$ cat src/rtl/uart_tx_buffered_param.sv
// Buffered UART transmitter: toggle-request push into a FIFO, framed serial output
// with optional parity, 1 or 2 stop bits, overflow flag and a bit-boundary tick.
module uart_tx_buffered_param #(
    parameter int DATA_BITS    = 8,
    parameter int FIFO_AW      = 4,
    parameter int CLKS_PER_BIT = 434,
    parameter int PARITY_MODE  = 0,
    parameter int STOP_BITS    = 1
) (
    input  logic                 clk,
    input  logic                 reset,
    input  logic                 start_transmission,
    input  logic [DATA_BITS-1:0] data_in,
    input  logic                 overflow_clear,
    output logic                 tx,
    output logic                 busy,
    output logic                 fifo_full,
    output logic [FIFO_AW:0]     fifo_count,
    output logic                 overflow,
    output logic                 bit_tick
);

    localparam int   DEPTH  = 2 ** FIFO_AW;
    localparam int   BW     = $clog2(CLKS_PER_BIT);
    localparam int   IW     = $clog2(DATA_BITS);
    localparam logic PAR_EN = (PARITY_MODE == 1) || (PARITY_MODE == 2);

    typedef enum logic [2:0] {
        S_IDLE,
        S_START,
        S_DATA,
        S_PARITY,
        S_STOP
    } state_t;

    state_t               r_state, w_state_next;
    logic [BW-1:0]        r_baud_cnt;
    logic [IW-1:0]        r_bit_idx;
    logic                 r_stop_cnt;
    logic [DATA_BITS-1:0] r_shift, w_shift_next, w_head;
    logic [DATA_BITS-1:0] r_mem [DEPTH];
    logic [FIFO_AW-1:0]   r_wr_ptr, r_rd_ptr;
    logic [FIFO_AW:0]     r_count;
    logic                 r_tx, r_parity, r_overflow, r_start_prev, r_settle;
    logic                 w_tick, w_pop, w_toggle, w_full, w_push, w_drop, w_tx_next;

    assign w_full   = (r_count == (FIFO_AW+1)'(DEPTH));
    assign w_tick   = (r_state != S_IDLE) && (r_baud_cnt == BW'(CLKS_PER_BIT - 1));
    assign w_pop    = (r_state == S_IDLE) && (r_count != '0);
    // settle blocks the first edge after reset so a high toggle level is not a request
    assign w_toggle = !r_settle && (start_transmission != r_start_prev);
    assign w_push   = w_toggle && (!w_full || w_pop);
    assign w_drop   = w_toggle && w_full && !w_pop;
    assign w_head   = r_mem[r_rd_ptr];

    always_ff @(posedge clk) begin
        if (w_push) begin
            r_mem[r_wr_ptr] <= data_in;
        end
    end

    always_ff @(posedge clk or negedge reset) begin
        if (!reset) begin
            r_wr_ptr     <= '0;
            r_rd_ptr     <= '0;
            r_count      <= '0;
            r_overflow   <= 1'b0;
            r_start_prev <= 1'b0;
            r_settle     <= 1'b1;
        end else begin
            r_settle     <= 1'b0;
            r_start_prev <= start_transmission;
            if (w_push) r_wr_ptr <= r_wr_ptr + 1'b1;
            if (w_pop)  r_rd_ptr <= r_rd_ptr + 1'b1;
            case ({w_push, w_pop})
                2'b10:   r_count <= r_count + 1'b1;
                2'b01:   r_count <= r_count - 1'b1;
                default: r_count <= r_count;
            endcase
            if (w_drop)              r_overflow <= 1'b1;
            else if (overflow_clear) r_overflow <= 1'b0;
        end
    end

    always_comb begin
        w_state_next = r_state;
        w_shift_next = r_shift;
        w_tx_next    = 1'b1;
        case (r_state)
            S_IDLE: begin
                if (w_pop) begin
                    w_state_next = S_START;
                    w_shift_next = w_head;
                end
            end
            S_START: begin
                if (w_tick) w_state_next = S_DATA;
            end
            S_DATA: begin
                if (w_tick) begin
                    w_shift_next = r_shift >> 1;
                    if (r_bit_idx == IW'(DATA_BITS - 1)) begin
                        w_state_next = PAR_EN ? S_PARITY : S_STOP;
                    end
                end
            end
            S_PARITY: begin
                if (w_tick) w_state_next = S_STOP;
            end
            S_STOP: begin
                if (w_tick && (r_stop_cnt == 1'(STOP_BITS - 1))) w_state_next = S_IDLE;
            end
            default: w_state_next = S_IDLE;
        endcase
        // tx is registered from the next state so the line changes exactly on bit edges
        case (w_state_next)
            S_START:  w_tx_next = 1'b0;
            S_DATA:   w_tx_next = w_shift_next[0];
            S_PARITY: w_tx_next = r_parity;
            default:  w_tx_next = 1'b1;
        endcase
    end

    always_ff @(posedge clk or negedge reset) begin
        if (!reset) begin
            r_state    <= S_IDLE;
            r_baud_cnt <= '0;
            r_bit_idx  <= '0;
            r_stop_cnt <= 1'b0;
            r_shift    <= '0;
            r_parity   <= 1'b0;
            r_tx       <= 1'b1;
        end else begin
            r_state <= w_state_next;
            r_shift <= w_shift_next;
            r_tx    <= w_tx_next;
            if (r_state == S_IDLE || w_tick) r_baud_cnt <= '0;
            else                             r_baud_cnt <= r_baud_cnt + 1'b1;
            if (w_pop) begin
                r_bit_idx <= '0;
                r_parity  <= (PARITY_MODE == 2) ? ~(^w_head) : (^w_head);
            end else if (r_state == S_DATA && w_tick) begin
                r_bit_idx <= r_bit_idx + 1'b1;
            end
            if (r_state != S_STOP) r_stop_cnt <= 1'b0;
            else if (w_tick)       r_stop_cnt <= r_stop_cnt + 1'b1;
        end
    end

    assign tx         = r_tx;
    assign busy       = (r_state != S_IDLE) || (r_count != '0);
    assign fifo_full  = w_full;
    assign fifo_count = r_count;
    assign overflow   = r_overflow;
    assign bit_tick   = w_tick;

endmodule

$ cat config.mk
export PLATFORM = sky130hd
export DESIGN_NAME = uart_tx_buffered_param
export DESIGN_NICKNAME = d
export VERILOG_FILES = /design/src/rtl/uart_tx_buffered_param.sv
export SDC_FILE = /design/constraint.sdc
export NUM_CORES = 1
export LEC_CHECK = 0
export BUFFER_PORTS_ARGS = -buffer_cell sky130_fd_sc_hd__buf_4
export CORE_UTILIZATION = 60
export CTS_CLUSTER_DIAMETER = 120
export CTS_CLUSTER_SIZE = 10
export DETAILED_ROUTE_END_ITERATION = 8
export PLACE_DENSITY_LB_ADDON = 0.08
export SYNTH_ARGS = -nofsm -noshare
export SYNTH_HDL_FRONTEND = slang
export SYNTH_SLANG_ARGS = --single-unit
$ cat constraint.sdc
create_clock -name clk -period 3 [get_ports clk]
set_input_delay 0.3 -clock clk [delete_from_list [all_inputs] [get_ports clk]]
set_output_delay 0.3 -clock clk [all_outputs]
set_load 0.02 [all_outputs]
## Word level (Yosys, flattened, before mapping)

Memories as Yosys holds them, arrays and structs flattened.
Cells that the tools add are included.

- Bits in registers: 42
- Bits in latches: 0
- RAM bits: 128
- Bits in read-only memories: 0
- Input port bits: 12
- Output and inout port bits: 10
- Memories: 1

- $add $sub $neg: 7
- Multipliers: 0
- Divide/modulo/power cells: 0
- $lt $le $gt $ge: 0
- Equal/unequal tests: 16
- Shifts and indexed selects: 0
- Multiplexer cells: 21
- Bitwise operators: 1
- Reduce and logical (&&, ||, !) cells: 24

Memory list:

| memory | words | width | read ports | clocked after Yosys merged registers in | write ports | line | text |
|---|---|---|---|---|---|---|---|
| r_mem | 16 | 8 | 1 | 0 | 1 | 41 | `logic [DATA_BITS-1:0] r_mem [DEPTH];` |

Operators with widths:

| operator | number |
|---|---|
| $mux W3 | 8 |
| $mux W8 | 2 |
| $pmux W8 S2 | 1 |
| $pmux W3 S5 | 1 |
| $eq A3 B2 Y1 const B | 4 |
| $pmux W5 S2 | 1 |
| $reduce_bool A2 Y1 | 5 |
| $add A9 B1 Y9 const B | 1 |
| $eq A9 B9 Y1 const B | 1 |
| $mux W9 | 1 |
| $add A4 B1 Y4 const B | 2 |
| $logic_and A1 B1 Y1 | 8 |
| $reduce_xor A8 Y1 | 1 |
| $eq A3 B1 Y1 const B | 2 |
| $eq A3 B3 Y1 const B | 2 |
| $mux W1 | 6 |
| $add A5 B1 Y5 const B | 1 |
| $eq A5 B5 Y1 const B | 1 |
| $reduce_bool A5 Y1 | 1 |
| $sub A5 B1 Y5 const B | 1 |
| $ne A2 B2 Y1 const B | 2 |
| $add A3 B1 Y3 const B | 1 |
| $logic_not A1 Y1 | 3 |
| $logic_not A3 Y1 | 1 |
| 10 further kinds | 12 |

## Logic depth before layout (Yosys ltp)

- Depth in word-level cells: 7
- Depth in mapped cells: 10
- Mapped depth without buffers: 10

## Worst setup path after synthesis

No wires, ideal clock.

- Path kind: register -> register
- Start point: register r_count[1] (netlist: fifo_count[1])
- End point: register r_count[4] (netlist: fifo_count[4])
- Setup time: 0.080 ns
- Data arrival time: 2.579 ns
- Setup slack: 0.341 ns
- Stages on the path, launching flop included: 11
- Path buffers: 0
- Clock period less this slack: 2.659 ns
- Cell sequence: dfrtp_1 -> or4_1 -> nor2_1 -> nor2_2 -> o21ai_0 -> inv_1 -> ha_1 -> a21o_1 -> a21oi_1 -> mux2i_1 -> xor2_1

- Cells in the longest elaborated chain, start to end: 6
- Elaborated cells on any way between the ends: 12

Ends and longest elaborated chain:

| what | line | text |
|---|---|---|
| start: declaration | 43 | `logic [FIFO_AW:0] r_count;` |
| start signal: assignment | 76 | `2'b10: r_count <= r_count + 1'b1;` |
| start signal: assignment | 77 | `2'b01: r_count <= r_count - 1'b1;` |
| start signal: assignment | 78 | `default: r_count <= r_count;` |
| $eq A5 B5 Y1 / $reduce_bool A5 Y1 (equally long branches) | 47, 49 |  |
| $logic_not A1 Y1 / $logic_and A1 B1 Y1 (equally long branches) | 52, 49 |  |
| $logic_or A1 B1 Y1 | 52 | `assign w_push = w_toggle && (!w_full \|\| w_pop);` |
| $logic_and A1 B1 Y1 | 52 |  |
| $eq A2 B1 Y1 / $eq A2 B2 Y1 (equally long branches) | 75 | `case ({w_push, w_pop})` |
| $pmux W5 S2 / $reduce_bool A2 Y1 (equally long branches) | -- |  |

Several ways; a longest one is shown, not always the timed one.
A chain may end at the register's enable or synchronous reset.

## Worst setup path in the final report

Same ends and word-level chain as after synthesis.

==> results.py <==
metrics = {
    "status": {
        "outcome": "completed",
    },
    "hold_path": {
        "hp-class": "in -> reg",
        "holdCritStartpoint": "overflow_clear",
    },
    "power_and_ir_drop": {
        "power.leakage_nw": 2.96,
        "cellPowerDensity_nw_per_um2": 681,
        "vdd_drop_max_uv": 769,
    },
    "floorplanning": {
        "die_w_um": 110,
        "ios": 22,
        "die_h_um": 110,
        "initial_core_util": 0.615,
        "row_count": 39,
        "core_um2": 11400,
        "die-area_um2": 12100,
    },
    "sta": {
        "fin_tns_setup_ns": 0,
        "whs_ns": 0.0673,
        "worst_slew_pin_slew_ns": 0.651,
        "rsz0062_at_grt": "false",
        "maxSlewHeadroom": 0.565,
        "drv_slew": 0,
        "setup_viol": 0,
        "min_period_ns": 2.75,
        "period_share": 0.917,
        "max_clock_freq_mhz": 364,
        "timing.final.hold_violations": 0,
        "skew_ns": 0.0199,
    },
    "clock_tree": {
        "clk_latency_ns": 0.43,
        "root_buffer": "clkbuf_16",
        "cts_resized": 0,
        "clock-sinks": 170,
        "cts_tree": "done",
        "clock_path_buffers": 2,
        "clk_pin_slew_ns": 0.07,
        "cts_max_level": 4,
        "cts_buffers": 17,
    },
    "grt": {
        "grt_usage": 0.233,
        "grt_max_degree": 43,
        "grt_pass1_wl_um": 19300,
        "grt-ovfl-total": 0,
        "antenna_found_initial": 0,
        "grt_pass1_vias": 3688,
    },
    "final_layout": {
        "syn2layout_area_growth_pct": 14.6,
        "final_cell_area_um2": 8020,
        "seq_area_um2": 4900,
        "fin_util": 0.705,
        "final_nets": 489,
        "multi_input_area_um2": 1980,
        "n_fill_cell": 718,
        "insertedDiodeCount": 0,
        "drive_gt1_frac": 0.231,
    },
    "yosys": {
        "synth.area.top_cells": "edfxtp_1, dfrtp_1, mux4_2, xnor2_1, ha_1",
        "synth_cell_types": 43,
        "syn-cell-area_um2": 7000,
        "ys_ff_latch": 170,
        "synth.top_cell.area_share": 0.549,
        "ys_top_cells_by_count": "edfxtp_1, dfrtp_1, mux4_2",
        "synth_cells": 420,
        "avgSynthCellArea_um2": 16.7,
        "syn_nets": 445,
        "async_reset_ff_frac": 0.247,
        "ys_warn_count": 0,
        "synth_edf_count": 128,
        "ys_seq_area_frac": 0.700,
        "ys.flop_type": "edfxtp_1",
        "yosysMostFrequentCell": "edfxtp_1",
        "synth_largest_area_cell": "edfxtp_1",
    },
    "place": {
        "postPlaceCellArea_um2": 7420,
        "gp_congestion": 0.843,
        "dp_hpwl_um": 8010,
        "io_buffers": 21,
    },
    "routing": {
        "drt_iter0_markers": 302,
        "drc": 0,
        "num_vias": 3699,
        "wl_per_cell_um": 20.6,
        "viasPerCell": 5.97,
        "ant_nets": 0,
        "dr.pass1.iters": 4,
        "wirelength_um": 12800,
    },
    "setup_path": {
        "setup.worst_path.end_class": "register",
        "crit_type": "reg -> reg",
        "critPathLaunchType": "register",
        "required_ns": 3.35,
        "cp_max_fo": 6,
        "startpoint": "fifo_count[1]$_DFFE_PN0P_",
        "r2r_start": "fifo_count[1]$_DFFE_PN0P_",
        "arrival_ns": 3.10,
    },
    "flow_run": {
        "maxCapViolCount": 0,
    },
}
## power by group
part	switching [mW]	total, mW	internal, mW	leakage, nW
Combinational	0.320	0.556	0.236	1.00
Clock	0.936	2.11	1.17	0.282
Sequential	0.109	2.80	2.69	1.67
Total	1.37	5.46	4.10	2.96
## worst paths after layout
check,end,slack (ns),cells after the start
worst min-delay path,overflow$_DFFE_PN0P_,0.07,2
worst min register to register,r_parity$_DFFE_PN0P_,0.49,2
min in group asynchronous,r_baud_cnt[0]$_DFF_PN0_,0.40,2
max in group asynchronous,r_rd_ptr[0]$_DFFE_PN0P_,2.20,2
worst max register to register,fifo_count[4]$_DFFE_PN0P_,0.25,10
worst max-delay path,fifo_count[4]$_DFFE_PN0P_,0.25,10
## cell usage in the layout (no fill, tap or decap), types with 2 or more instances in the layout
cell / count
a221o_1: 7
clkinv_2: 2
edfxtp_1: 128
mux4_2: 32
and2_1: 10
or3_1: 2
inv_8: 4
inv_1: 15
o32ai_1: 2
a21o_1: 2
clkinvlp_4: 2
nand2_1: 26
xor2_1: 5
dlygate4sd3_1: 2
nor2_2: 2
clkinv_4: 2
nor3_1: 6
buf_12: 2
nor2b_1: 2
clkbuf_16: 17
inv_6: 4
nor2_1: 30
a21oi_1: 14
xnor2_1: 22
nand4_1: 3
buf_4: 36
dfrtp_1: 39
dfstp_2: 2
ha_1: 12
nor3b_1: 2
nand3_1: 5
mux2i_1: 3
a22oi_1: 16
o21ai_0: 3
## cell families after synthesis
group                    share of synthesized area
AO/OA/AOI/OAI                               0.0470
XOR/XNOR                                    0.0338
adder cells (fa/ha/maj)                     0.0243
buffers and inverters                       0.0179
flip-flops                                   0.700
multiplexers                                 0.109
other                                     0.000536
AND/OR/NAND/NOR                             0.0678
## registers in the layout (all words and copies together), names as in the netlist, 3 cells and up
| signal | count |
|---|---|
| r_mem | 128 |
| r_rd_ptr | 4 |
| r_bit_idx | 3 |
| r_shift | 8 |
| r_baud_cnt | 9 |
| r_wr_ptr | 4 |
| fifo_count | 5 |
| r_state | 3 |
## routing by layer
metal	wire, µm	part of all wire	vias to the layer above	global-route usage
li1	-	-	1696	-
met1	5590	0.44	1875	0.313
met2	6280	0.49	116	0.364
met3	742	0.058	12	0.0711
met4	182	0.014	0	0.0848
met5	0	0	-	0
## critical path, stage by stage (launching register included)
cell and delay, ns:
dfrtp_1 0.43, or4_1 0.55, nor2_1 0.17, nor2_2 0.05, o21ai_0 0.19, inv_1 0.16, ha_1 0.36, a21o_1 0.17
a21oi_1 0.17, mux2i_1 0.24, xor2_1 0.17
## timing repair
item,CTS,global route
endpoints found under the hold margin,41,0
hold buffers,2,0
setup buffers,0,0
## layout make-up
class / instances / share of cell area
inverter: 15 / 0.00702
tap: 143 / 0.0223
sequential: 170 / 0.611
clock inverter: 15 / 0.0190
multi-input combinational: 220 / 0.246
timing repair buffer: 40 / 0.0412
clock buffer: 17 / 0.0531
## per-stage QoR
stage | std cells | total power [mW] | setup WS [ns]
after floorplan | 420 | 3.17 | 0.341
after global placement | 586 | 3.37 | 0.357
after detailed placement | 586 | 3.39 | 0.264
after CTS | 620 | 5.50 | 0.239
after global routing | 620 | 5.67 | 0.0765
final | 620 | 5.46 | 0.250
Note: power is estimated with default switching activity, not from simulation.
